### src/rtl/uart_pkg.sv
// Shared definitions for the UART transmitter: ASCII codes, FSM states and
// the bit-period derivation.
package uart_pkg;

   localparam logic [7:0] ASCII_0  = 8'h30;
   localparam logic [7:0] ASCII_A  = 8'h41;
   localparam logic [7:0] ASCII_CR = 8'h0D;
   localparam logic [7:0] ASCII_LF = 8'h0A;

   typedef enum logic [1:0] {
      S_IDLE  = 2'd0,
      S_START = 2'd1,
      S_DATA  = 2'd2,
      S_STOP  = 2'd3
   } tx_state_t;

   function automatic int clks_per_bit(input int clk_freq, input int baud);
      return clk_freq / baud;
   endfunction

endpackage

### src/rtl/uart_baud_cnt.sv
// Bit-period counter: counts 0..CLKS_PER_BIT-1, tick marks the last cycle of a
// bit and pre_tick the cycle before it.
module uart_baud_cnt #(
   parameter int CLKS_PER_BIT = 434
) (
   input  logic clk,
   input  logic n_rst,
   input  logic clr,
   output logic tick,
   output logic pre_tick
);

   localparam int CW = (CLKS_PER_BIT > 2) ? $clog2(CLKS_PER_BIT) : 1;
   localparam logic [CW-1:0] LAST = CW'(CLKS_PER_BIT - 1);
   localparam logic [CW-1:0] PRE  = CW'(CLKS_PER_BIT - 2);

   logic [CW-1:0] cnt;

   // Wrapping at the last cycle restarts the count at every bit boundary.
   always_ff @(posedge clk or negedge n_rst) begin
      if (!n_rst) begin
         cnt <= '0;
      end else if (clr || (cnt == LAST)) begin
         cnt <= '0;
      end else begin
         cnt <= cnt + 1'b1;
      end
   end

   assign tick     = (cnt == LAST);
   assign pre_tick = (cnt == PRE);

endmodule

### src/rtl/uart_tx.sv
// 8N1 UART transmitter for 5-bit character codes: hex digits or a CR/LF
// terminator, with a completion pulse for the upstream formatter.
module uart_tx
   import uart_pkg::*;
#(
   parameter int CLK_FREQ = 50_000_000,
   parameter int BAUD     = 115200
) (
   input  logic       clk,
   input  logic       n_rst,
   input  logic       load,
   input  logic [4:0] data,
   output logic       tx_stop,
   output logic       txd,
   output logic       tx_busy
);

   localparam int CLKS_PER_BIT = clks_per_bit(CLK_FREQ, BAUD);

   tx_state_t  state;
   logic [7:0] shift;
   logic [2:0] bit_idx;
   logic       crlf;
   logic       tick;
   logic       pre_tick;

   function automatic logic [7:0] to_ascii(input logic [3:0] nib);
      if (nib < 4'd10) return ASCII_0 + {4'b0000, nib};
      else             return ASCII_A + {4'b0000, nib} - 8'd10;
   endfunction

   uart_baud_cnt #(.CLKS_PER_BIT(CLKS_PER_BIT)) u_baud (
      .clk      (clk),
      .n_rst    (n_rst),
      .clr      (state == S_IDLE),
      .tick     (tick),
      .pre_tick (pre_tick)
   );

   // Outputs are set one cycle ahead of the bit they describe, so tx_stop is
   // raised on pre_tick to land in the final stop-bit cycle.
   always_ff @(posedge clk or negedge n_rst) begin
      if (!n_rst) begin
         state   <= S_IDLE;
         shift   <= 8'h00;
         bit_idx <= 3'd0;
         crlf    <= 1'b0;
         txd     <= 1'b1;
         tx_busy <= 1'b0;
         tx_stop <= 1'b0;
      end else begin
         tx_stop <= 1'b0;
         case (state)
            S_IDLE: begin
               txd     <= 1'b1;
               tx_busy <= 1'b0;
               if (load) begin
                  shift   <= data[4] ? ASCII_CR : to_ascii(data[3:0]);
                  crlf    <= data[4];
                  state   <= S_START;
                  txd     <= 1'b0;
                  tx_busy <= 1'b1;
               end
            end
            S_START: begin
               if (tick) begin
                  state   <= S_DATA;
                  bit_idx <= 3'd0;
                  txd     <= shift[0];
               end
            end
            S_DATA: begin
               if (tick) begin
                  if (bit_idx == 3'd7) begin
                     state <= S_STOP;
                     txd   <= 1'b1;
                  end else begin
                     bit_idx <= bit_idx + 3'd1;
                     txd     <= shift[1];
                     shift   <= {1'b0, shift[7:1]};
                  end
               end
            end
            S_STOP: begin
               if (pre_tick && !crlf) tx_stop <= 1'b1;
               if (tick) begin
                  if (crlf) begin
                     crlf  <= 1'b0;
                     shift <= ASCII_LF;
                     state <= S_START;
                     txd   <= 1'b0;
                  end else begin
                     state   <= S_IDLE;
                     tx_busy <= 1'b0;
                  end
               end
            end
            default: begin
               state   <= S_IDLE;
               txd     <= 1'b1;
               tx_busy <= 1'b0;
            end
         endcase
      end
   end

endmodule

### config.mk
export PLATFORM = sky130hd
export DESIGN_NAME = uart_tx
export DESIGN_NICKNAME = d
export VERILOG_FILES = /design/src/rtl/uart_pkg.sv /design/src/rtl/uart_baud_cnt.sv /design/src/rtl/uart_tx.sv
export SDC_FILE = /design/constraint.sdc
export NUM_CORES = 1
export LEC_CHECK = 0
export ABC_AREA = 1
export BUFFER_PORTS_ARGS = -buffer_cell sky130_fd_sc_hd__buf_2
export CELL_PAD_IN_SITES_DETAIL_PLACEMENT = 1
export CELL_PAD_IN_SITES_GLOBAL_PLACEMENT = 1
export CORE_UTILIZATION = 47
export DETAILED_ROUTE_END_ITERATION = 6
export MAX_ROUTING_LAYER = met4
export PLACE_DENSITY_LB_ADDON = 0.15
export SYNTH_ARGS = -nofsm -noshare
export SYNTH_HDL_FRONTEND = slang
export SYNTH_HIERARCHICAL = 1
export SYNTH_SLANG_ARGS = --single-unit
### constraint.sdc
create_clock -name clk -period 2.8 [get_ports clk]
set_input_delay 0.56 -clock clk [delete_from_list [all_inputs] [get_ports clk]]
set_output_delay 0.56 -clock clk [all_outputs]
set_load 0.05 [all_outputs]
## After elaboration in Yosys (flattened, before gate mapping)

Index checks and enable logic that the tools add are counted.

| word-level totals | value |
|---|---|
| register bits | 26 |
| input port bits | 8 |
| logic and storage cells | 77 |
| output and inout port bits | 3 |

| operators by class | value |
|---|---|
| $add $sub $neg | 5 |
| $lt $le $gt $ge | 1 |
| reduce and logical (&&, ||, !) cells | 13 |
| muxes and demuxes | 36 |
| eq/ne operators | 14 |

Operator list:

| cell | number |
|---|---|
| two-way mux 8 bit | 7 |
| one-hot mux 8 bit (3 select lines) | 1 |
| equality test 9 bit, second input constant | 2 |
| != test 2 bit, second input constant | 8 |
| two-way mux 1 bit | 14 |
| two-way mux 2 bit | 5 |
| adder 9 x 1 -> 9 bit, second input constant | 1 |
| two-way mux 3 bit | 3 |
| two-way mux 9 bit | 1 |
| adder 7 x 4 -> 8 bit, first input constant | 1 |
| one-hot mux 2 bit (4 select lines) | 1 |
| AND reduction 4 bit | 2 |
| subtractor 8 x 4 -> 8 bit, second input constant | 1 |
| adder 6 x 4 -> 7 bit, first input constant | 1 |
| one-hot mux 3 bit (2 select lines) | 1 |
| AND reduction 3 bit | 2 |
| AND reduction 6 bit | 1 |
| AND reduction 5 bit | 1 |
| equality test 2 bit, second input constant | 2 |
| less-than comparator 4 bit, second input constant | 1 |
| one-hot mux 1 bit (2 select lines) | 2 |
| one-hot mux 1 bit (4 select lines) | 1 |
| nonzero test 2 bit | 2 |
| adder 3 x 1 -> 3 bit, second input constant | 1 |
| 7 further kinds | 7 |

## Logic depth before layout (Yosys ltp)

Gate-level depths: netlist of the first run.

| logic depth | value |
|---|---|
| depth in word-level cells | 6 |
| gate-level depth with buffers | 12 |

## Hierarchy

Netlist of the first run, hierarchy kept.

Modules (own cells, without submodules):

| module | seq. area each (um^2) | cells each | area each (um^2) | instances |
|---|---|---|---|---|
| uart_tx | 401.6 | 137 | 1023.5 | 1 |
| uart_baud_cnt | 225.2 | 72 | 533.0 | 1 |

## Least setup slack after synthesis of the first run

No wires, ideal clock.

| timing path | value |
|---|---|
| path type | reg2reg |
| from | reg u_baud.cnt[1] |
| to | reg bit_idx[0] |
| setup time | 0.119 ns |
| path slack | 1.234 ns |
| stages on the path, launching flop included | 12 |
| arrival time | 1.448 ns |
| clock period less this slack | 1.566 ns |
| cells stage by stage | dfrtp_1 > inv_1 > ha_1 > nand2_1 > nor2_1 > nand2_2 > inv_1 > inv_2 > a21oi_2 > and2_1 > o21ai_0 > o21a_1 |

| between the ends | value |
|---|---|
| word-level cells in the longest chain between the ends | 3 |
| elaborated cells on any way between the ends | 4 |

RTL lines:

| item | line | RTL |
|---|---|---|
| start: declaration | uart_baud_cnt.sv:17 | `logic [CW-1:0] cnt;` |
| start signal: assignment | uart_baud_cnt.sv:26 | `cnt <= cnt + 1'b1;` |
| equality test 9 bit (*) | uart_baud_cnt.sv:30 | `assign tick = (cnt == LAST);` |
| net tick | uart_tx.sv:24 | `logic tick;` |
| != test 2 bit (no line) | -- |  |
| AND reduction 4 bit (no line) (*) | -- |  |
| end signal: assignment | uart_tx.sv:78 | `bit_idx <= bit_idx + 3'd1;` |
| end: declaration | uart_tx.sv:22 | `logic [2:0] bit_idx;` |

Mark *: on every way through the listed nets, which the timed path passes. The rest lies on a longest branch.
A chain may end at the register's enable or synchronous reset.

## Final worst setup path of the first run

| timing path | value |
|---|---|
| from | reg u_baud.cnt[0] |
| to | reg state[0] |

| between the ends | value |
|---|---|
| word-level cells in the longest chain between the ends | 3 |
| elaborated cells on any way between the ends | 5 |

RTL lines:

| item | line | RTL |
|---|---|---|
| equality test 9 bit (*) | uart_baud_cnt.sv:30 |  |
| net tick | uart_tx.sv:24 |  |
| != test 2 bit (no line) | -- |  |
| AND reduction 5 bit (no line) (*) | -- |  |
| end signal: assignment | uart_tx.sv:44 | `state <= S_IDLE;` |
| end signal: assignment | uart_tx.sv:60 | `state <= S_START;` |
| end signal: assignment | uart_tx.sv:67 | `state <= S_DATA;` |
| end: declaration | uart_tx.sv:20 | `tx_state_t state;` |

Marks and branches as above.

==> results of run 1 <==
critical path: stages (launching register included):
cell     delay (ns)
dfrtp_1        0.48
ha_1           0.18
nand2_1        0.05
nor2_1         0.12
nand2_2        0.09
inv_1          0.15
inv_2          0.06
nand2_1        0.07
nand2_1        0.09
nor3_2         0.26
o21ai_1        0.10
o21ai_0        0.09
state kept, by name, indices dropped and copies added, names as in the netlist:
signal	count
u_baud/cnt	9
state	2
txd	1
crlf	1
tx_busy	1
tx_stop	1
bit_idx	3
shift	7
cell families after synthesis:
| kind of cell | count (synthesis) |
|---|---|
| AND/OR/NAND/NOR | 109 |
| buffers and inverters | 35 |
| AO/OA/AOI/OAI | 27 |
| flip-flops | 25 |
| adder cells (fa/ha/maj) | 10 |
| XOR/XNOR | 3 |
Yosys cell counts (all sizes together), types with 2 or more instances:
cell    n
nand2  66
inv    33
nor2   26
dfrtp  24
o21ai  14
nand3  12
ha     10
a21oi   9
nand4   2
xnor2   2
final timing paths:
| check | from | end | slack [ns] |
|---|---|---|---|
| setup / recovery | u_baud/cnt[0]$_DFF_PN0_ | state[0]$_DFFE_PN0P_ | 0.98 |
| hold / removal | n_rst | bit_idx[2]$_DFFE_PN0P_ | 0.20 |
| setup reg to reg | u_baud/cnt[0]$_DFF_PN0_ | state[0]$_DFFE_PN0P_ | 0.98 |
| hold reg to reg | tx_busy$_DFFE_PN0P_ | tx_busy$_DFFE_PN0P_ | 0.50 |
| max in group asynchronous | n_rst | shift[5]$_DFFE_PN0P_ | 2.23 |
| min in group clk | load | tx_busy$_DFFE_PN0P_ | 0.48 |
per-stage QoR:
stage / setup slack [ns] / hold WS [ns] / area, um2
floorplan: 1.23 / 0.264 / 1560
global placement: 1.03 / 0.466 / 1650
detailed placement: 1.01 / 0.473 / 1650
CTS: 0.960 / 0.220 / 1680
global route: 0.769 / 0.228 / 1680
finish: 0.981 / 0.196 / 1680
cell type report:
class | instances | area share, %
clock buffers | 3 | 1.34
clock inverters | 1 | 0.298
inverters | 34 | 8.05
multi-input cells | 149 | 46.7
flip-flops and latches | 25 | 37.4
well taps | 44 | 3.28
repair buffers | 10 | 2.98
per-layer routing:
layer  vias up  wire length, um
met1       623             1660
li1        680                -
met4         0               57
met2        16             1660
met3         6               51
met5         -                0
layout by cell type (no fill, tap or decap), types with 2 or more instances in the layout:
master,instances
nand2_1,62
inv_1,29
dfrtp_1,24
nor2_1,22
nand3_1,12
o21ai_0,10
ha_1,10
buf_2,10
a21oi_1,6
o21ai_1,4
inv_2,3
a21oi_2,3
nor2_2,3
clkbuf_4,3
nand2_2,2
nand2_4,2
nand4_1,2
xnor2_1,2
power breakdown:
part	switching, W	internal, W
sequential	0	0.000361
combinational	0.0000174	0.00000755
clock	0.000114	0.0000534
total	0.000131	0.000422
==> key figures, run 1 <==
Critical path
  – Crit path DAT: 2.07 ns
  – Crit. End Element: flip-flop
  – Crit path kind: reg2reg
  – R2R cell count: 11
  – CP max FO: 6
  – Startpoint Class: flip-flop
  – Crit path required time: 3.05 ns

Die
  – Die Ht: 59.5 um
  – Die Area: 3550 um2
  – Die Span X: 59.5 um
  – CORE AREA: about 3100 um2
  – Row cnt: 20
  – Initial core utilization: 50.2%
  – Top Ports: 11

STA
  – Slew HR: 63.6%
  – Worst Clk Skew: 0.0141 ns
  – FMAX: 0.550 GHz
  – Worst-margin pin slew: 0.547 ns
  – Final Hold Fails: 0
  – Period utilization: approximately two thirds
  – Final setup vio count: 0
  – Fin Setup TNS: 0 ns
  – Post-route minimum period: 1.82 ns
  – Fin. max-slew vios: 0
  – RSZ-0062 raised after global routing: false

Final layout
  – Final Non-Filler Cells: 266
  – Post-layout utilization of the core: between 50% and 60%
  – # diodes: 0
  – Area growth, synth to finish: 7.80%
  – FF/Latch Area: 627 um2
  – Multi-input gate area: 783 um2
  – Fraction of layout cells with a size suffix above 1: between 10% and 20%
  – Post-layout net count: ~240
  – Layout fillers: 431

Detailed routing
  – Antenna viol nets, final: 0
  – Pre-Repair DR Iteration Count: 4
  – DRT Wirelength: 3430 um
  – Mean number of vias per cell: 4.98
  – First DRT Iteration DRCs: 39
  – DR vias: ~1,300
  – Wire length per cell: 12.9 um
  – Drc violations: 0

Global route
  – Met1 Usage GRT: 29.6%
  – Global routing's busiest layer: met2
  – Met3 usage: 2.84%
  – Vias in the first global route: between 1,000 and 1,500
  – First-pass GRT wire length: 6000 um
  – Pin count of the biggest net entering global routing: 26
  – All-Layer GR Usage: about 23%
  – Initial antenna violation count: 0
  – Gr ovfl total: 0
  – GRT met2 Usage: 37.7%

Clock network
  – Cts bufs inserted: 3
  – H-tree levels: 1
  – CTS tree: built
  – Worst-skew pair later-pin latency: approximately 0.32 ns
  – CTS resizes: 0
  – Max Root-Sink Buffers: 2
  – Post-CTS Setup Bufs: 0
  – # hold bufs at CTS: 0
  – Clock Sinks: 25
  – Clock transition at path regs: 0.15 ns
  – Root buffer cell: clkbuf_4

Synth
  – Mapped Nets: 227
  – Synth warn: 6
  – Synth Area in Simple Gates: 30.6%
  – Main combinational cell family by area after synthesis: simple AND/OR/NAND/NOR gates
  – EDFF count, synth: 0
  – Synthesized flop and latch total: 25
  – Cell Area, Synth: around 1600 um2
  – Yosys top cell area share: 38.6%
  – Area leader, netlist: dfrtp_1
  – Ys async rst share: 100%
  – Mux cell area share after synthesis: 0%
  – Sequential-to-total area share from yosys stat: 40.3%
  – Share of the synthesized netlist area taken by xor and xnor gates: under 10%
  – Top_reg_cell synth: dfrtp_1
  – Cell count after synthesis: 209
  – Synth unique cells: 29
  – Adder-cell share of the synthesized area: under 10%
  – Synth top area cells: dfrtp_1 39%, nand2_1 15%, ha_1 8.0%, inv_1 7.0%, nor2_1 5.3%
  – Avg Cell Area, Syn: 7.45 um2
  – Compound-Gate Fraction of Synth Area: 9.97%

Placement
  – Final GP Congestion: 0.864
  – Dpl cells: 262
  – HPWL after detailed placement: 2840 um
  – Number of I/O port buffers: 10

Power and ir drop
  – Leak pwr: 0.896 nW
  – Power Total: 0.000553 W
  – Pwr dens: 330 nW/um2
  – Max VDD drop: 0.152 mV

Run
  – Max-Cap Viols: 0

Status
  – Outcome: finished, final reports clean

Min path
  – Hold WC Path Type: in2async
No activity file was read; power rests on OpenSTA's default activity.
==> run 2: changes to the inputs <==
--- a/config.mk
+++ b/config.mk
@@ -5,11 +5,11 @@
 export SDC_FILE = /design/constraint.sdc
 export NUM_CORES = 1
 export LEC_CHECK = 0
-export ABC_AREA = 1
+export ABC_AREA = 0
 export BUFFER_PORTS_ARGS = -buffer_cell sky130_fd_sc_hd__buf_2
 export CELL_PAD_IN_SITES_DETAIL_PLACEMENT = 1
 export CELL_PAD_IN_SITES_GLOBAL_PLACEMENT = 1
-export CORE_UTILIZATION = 47
+export CORE_UTILIZATION = 46
 export DETAILED_ROUTE_END_ITERATION = 6
 export MAX_ROUTING_LAYER = met4
 export PLACE_DENSITY_LB_ADDON = 0.15
==> constraint.sdc (replaced) <==
create_clock -name clk -period 1.9 [get_ports clk]
set_input_delay 0.38 -clock clk [delete_from_list [all_inputs] [get_ports clk]]
set_output_delay 0.38 -clock clk [all_outputs]
set_load 0.05 [all_outputs]
==> run 2 against run 1 <==
  * The run now ends with negative setup slack left
  * Final area grew 6.8%
  * Largest cell class unchanged
  * First-iteration DRC count grew 59%
  * Worst setup slack lost 1.1 ns
  * Clock skew shrank 0.0064 ns
  * Clock-buffer cell count grew 1
  * Register-to-register slack lost 1.1 ns
  * Worst hold slack lost 0.16 ns
==> key figures, run 2 <==
Status
  – Outcome: finished, violations left
  – Violated checks: negative setup slack

Global route
  – All-Layer GR Usage: 24.7%
  – Vias in the first global route: 1,357
  – Initial antenna violation count: 0
  – Gr ovfl total: 0
  – Pin count of the biggest net entering global routing: 26
  – First-pass GRT wire length: 6190 um

STA
  – Period utilization: 106%
  – Final Hold Fails: 0
  – Final setup vio count: 10
  – Slew HR: 61.6%
  – RSZ-0062 raised after global routing: true
  – Worst Clk Skew: 0.00766 ns
  – Hold WS: 0.0323 ns
  – Worst-margin pin slew: approximately 0.58 ns
  – Post-route minimum period: between 2 and 2.5 ns
  – Fin. max-slew vios: 0
  – FMAX: 0.495 GHz
  – Final worst slack: -0.120 ns

Min path
  – Hold WC Path Type: in2async

Clock network
  – Clock transition at path regs: 0.14 ns
  – Root buffer cell: clkbuf_4
  – Cts bufs inserted: 3
  – Clock Sinks: 25
  – Max Root-Sink Buffers: 2
  – CTS tree: built
  – Worst-skew pair later-pin latency: around 0.32 ns
  – # hold bufs at CTS: 0
  – H-tree levels: 1

Detailed routing
  – Wire length per cell: 16.0 um
  – Pre-Repair DR Iteration Count: 4
  – DRT Wirelength: 3660 um
  – Mean number of vias per cell: 5.69
  – Antenna viol nets, final: 0
  – DR vias: 1,297
  – First DRT Iteration DRCs: 62
  – Drc violations: 0

Die
  – Row cnt: 20
  – Die Area: 3470 um2
  – Die Span X: 58.9 um
  – Top Ports: 11
  – CORE AREA: between 3000 and 4000 um2
  – Die Ht: 58.9 um
  – Initial core utilization: 48.7%

Critical path
  – Crit path from: u_baud/cnt[3]$_DFF_PN0_
  – Worst setup endpoint: state[1]$_DFFE_PN0P_
  – R2R Path End: state[1]$_DFFE_PN0P_
  – R2R cell count: 6
  – CP max FO: 6
  – FF-to-FF setup slack: -0.12 ns
  – Startpoint Class: flip-flop
  – Crit path DAT: between 2 and 2.5 ns
  – Crit path kind: reg2reg
  – Crit path required time: around 2.1 ns
  – Crit. End Element: flip-flop
  – RR Startpoint: u_baud/cnt[3]$_DFF_PN0_

Placement
  – Final GP Congestion: 0.789
  – Number of I/O port buffers: 10
  – HPWL after detailed placement: 2520 um
  – Placed Area: between 1500 and 2000 um2

Synth
  – Cell count after synthesis: ~160
  – Synthesized flop and latch total: 25
  – Most frequent cell after synthesis: dfrtp_1
  – Synth top area cells: dfrtp_1 40%, ha_1 8.4%, o21ai_0 6.1%, a21oi_1 4.0%, inv_1 3.0%
  – Avg Cell Area, Syn: around 9.5 um2
  – Area leader, netlist: dfrtp_1
  – Ys async rst share: 100%
  – Cell Area, Synth: 1490 um2
  – Yosys top cell area share: 40.4%
  – Sequential-to-total area share from yosys stat: a little over two fifths
  – Synth unique cells: 39
  – EDFF count, synth: 0
  – Synth top cells by count: 24 x dfrtp_1, 18 x o21ai_0, 12 x a21oi_1, 12 x inv_1, 12 x nor2_1
  – Synth warn: 6
  – Top_reg_cell synth: dfrtp_1
  – Mapped Nets: between 150 and 200

Power and ir drop
  – Pint: ~0.0015 W
  – Max VDD drop: 0.688 mV
  – Power Total: approximately 0.0026 W
  – Switch share: approximately 44%
  – Gate power share: 59.2%
  – Sw Pwr: 0.00114 W
  – Sequential Power Share: about a third
  – Leak pwr: 0.846 nW
  – Pwr dens: 1450 nW/um2
  – Clock group share of total power: 9.4%

Final layout
  – Most frequent cells in the layout: 24 x dfrtp_1, 16 x buf_4, 12 x inv_1
  – Fraction of layout cells with a size suffix above 1: 27.7%
  – Post-route cell area: between 1500 and 2000 um2
  – Most common cell after layout, fill and taps aside: dfrtp_1
  – Biggest regs: u_baud/cnt (9), shift (7), bit_idx (3)
  – Reg with most FFs: u_baud/cnt
  – # diodes: 0
  – Max reg flops: 9
  – Post-layout net count: 203
  – Post-layout utilization of the core: between 50% and 60%
  – Area growth, synth to finish: 20.4%

Run
  – Max-Cap Viols: 0
-- run 2: cell types whose count changed in the layout (fill, tap and decap cells not counted), sizes merged, moves of 4 or more --
| cell | change |
|---|---|
| o21ai | +4 |
| a22o | +5 |
| or3 | +4 |
| inv | -21 |
| nand3 | -8 |
| buf | +17 |
| nor2 | -14 |
| nand2 | -55 |
-- run 2: how the worst min path moves through the flow --
stage	start	cells after the start	end
2_1_floorplan	n_rst	0	bit_idx[0]$_DFFE_PN0P_
3_3_place_gp	n_rst	1	state[1]$_DFFE_PN0P_
3_5_place_dp	n_rst	1	state[1]$_DFFE_PN0P_
4_1_cts	n_rst	1	state[1]$_DFFE_PN0P_
5_1_grt	n_rst	1	state[0]$_DFFE_PN0P_
6_report	n_rst	1	state[1]$_DFFE_PN0P_
-- run 2: power by group through the flow --
stage	Sequential, W	Combinational (W)	Clock, W
after CTS	0.000814	0.00151	0.000260
after global routing	0.000835	0.00170	0.000282
after detailed placement	0.000819	0.00132	0
after global placement	0.000807	0.00126	0
after floorplan	0.000885	0.000923	0
final	0.000814	0.00153	0.000245
-- run 2: logic make-up after synthesis --
group,Yosys count,share of synthesized area [%]
buffers and inverters,16,5.13
AOI/OAI and AO/OA,53,24.6
muxes,2,1.51
xor gates and xnor gates,4,2.36
adders and majority gates,10,8.41
and+or+nand+nor,46,15.8
DFF,25,42.1
-- run 2: layer usage --
| metal | wire, um | vias to the layer above | global-route usage, % | part of all wire (%) |
|---|---|---|---|---|
| met4 | 15 | 0 | 7.14 | 0.41 |
| li1 | - | 619 | - | - |
| met1 | 1680 | 664 | 30.5 | 46 |
| met5 | 0 | - | - | 0 |
| met2 | 1910 | 12 | 41.7 | 52 |
| met3 | 58 | 2 | 3.74 | 1.6 |
-- run 2: stage by stage --
stage	setup slack [ns]	cells	TNS, ns
after floorplan	-0.0940	156	-0.185
after global placement	-0.0370	220	-0.130
after detailed placement	-0.131	220	-0.722
after CTS	-0.0840	227	-0.260
after global routing	-0.204	228	-1.59
final	-0.120	228	-0.550
-- run 2: critical path, stage by stage (launching register included) --
cell     delay (ns)
dfrtp_1        0.41
or4b_4         0.57
nor3_4         0.23
a21bo_2        0.20
o21ai_2        0.07
nor2_2         0.15
mux2_4         0.30
-- run 2: layout make-up --
type / count / area, um2
clock buffer: 4 / 26.3
fill: 366 / 1260
inverter: 12 / 45.0
multi-input combinational: 116 / 857
sequential: 25 / 627
tap: 44 / 55.1
timing repair buffer: 27 / 181
-- run 2: repair_timing --
action	CTS	global route
cloned	1	0
pin swaps	4	1
setup endpoints to repair	11	14
buffers inserted	2	1
gates resized for setup	10	5
endpoints found under the hold margin	0	0
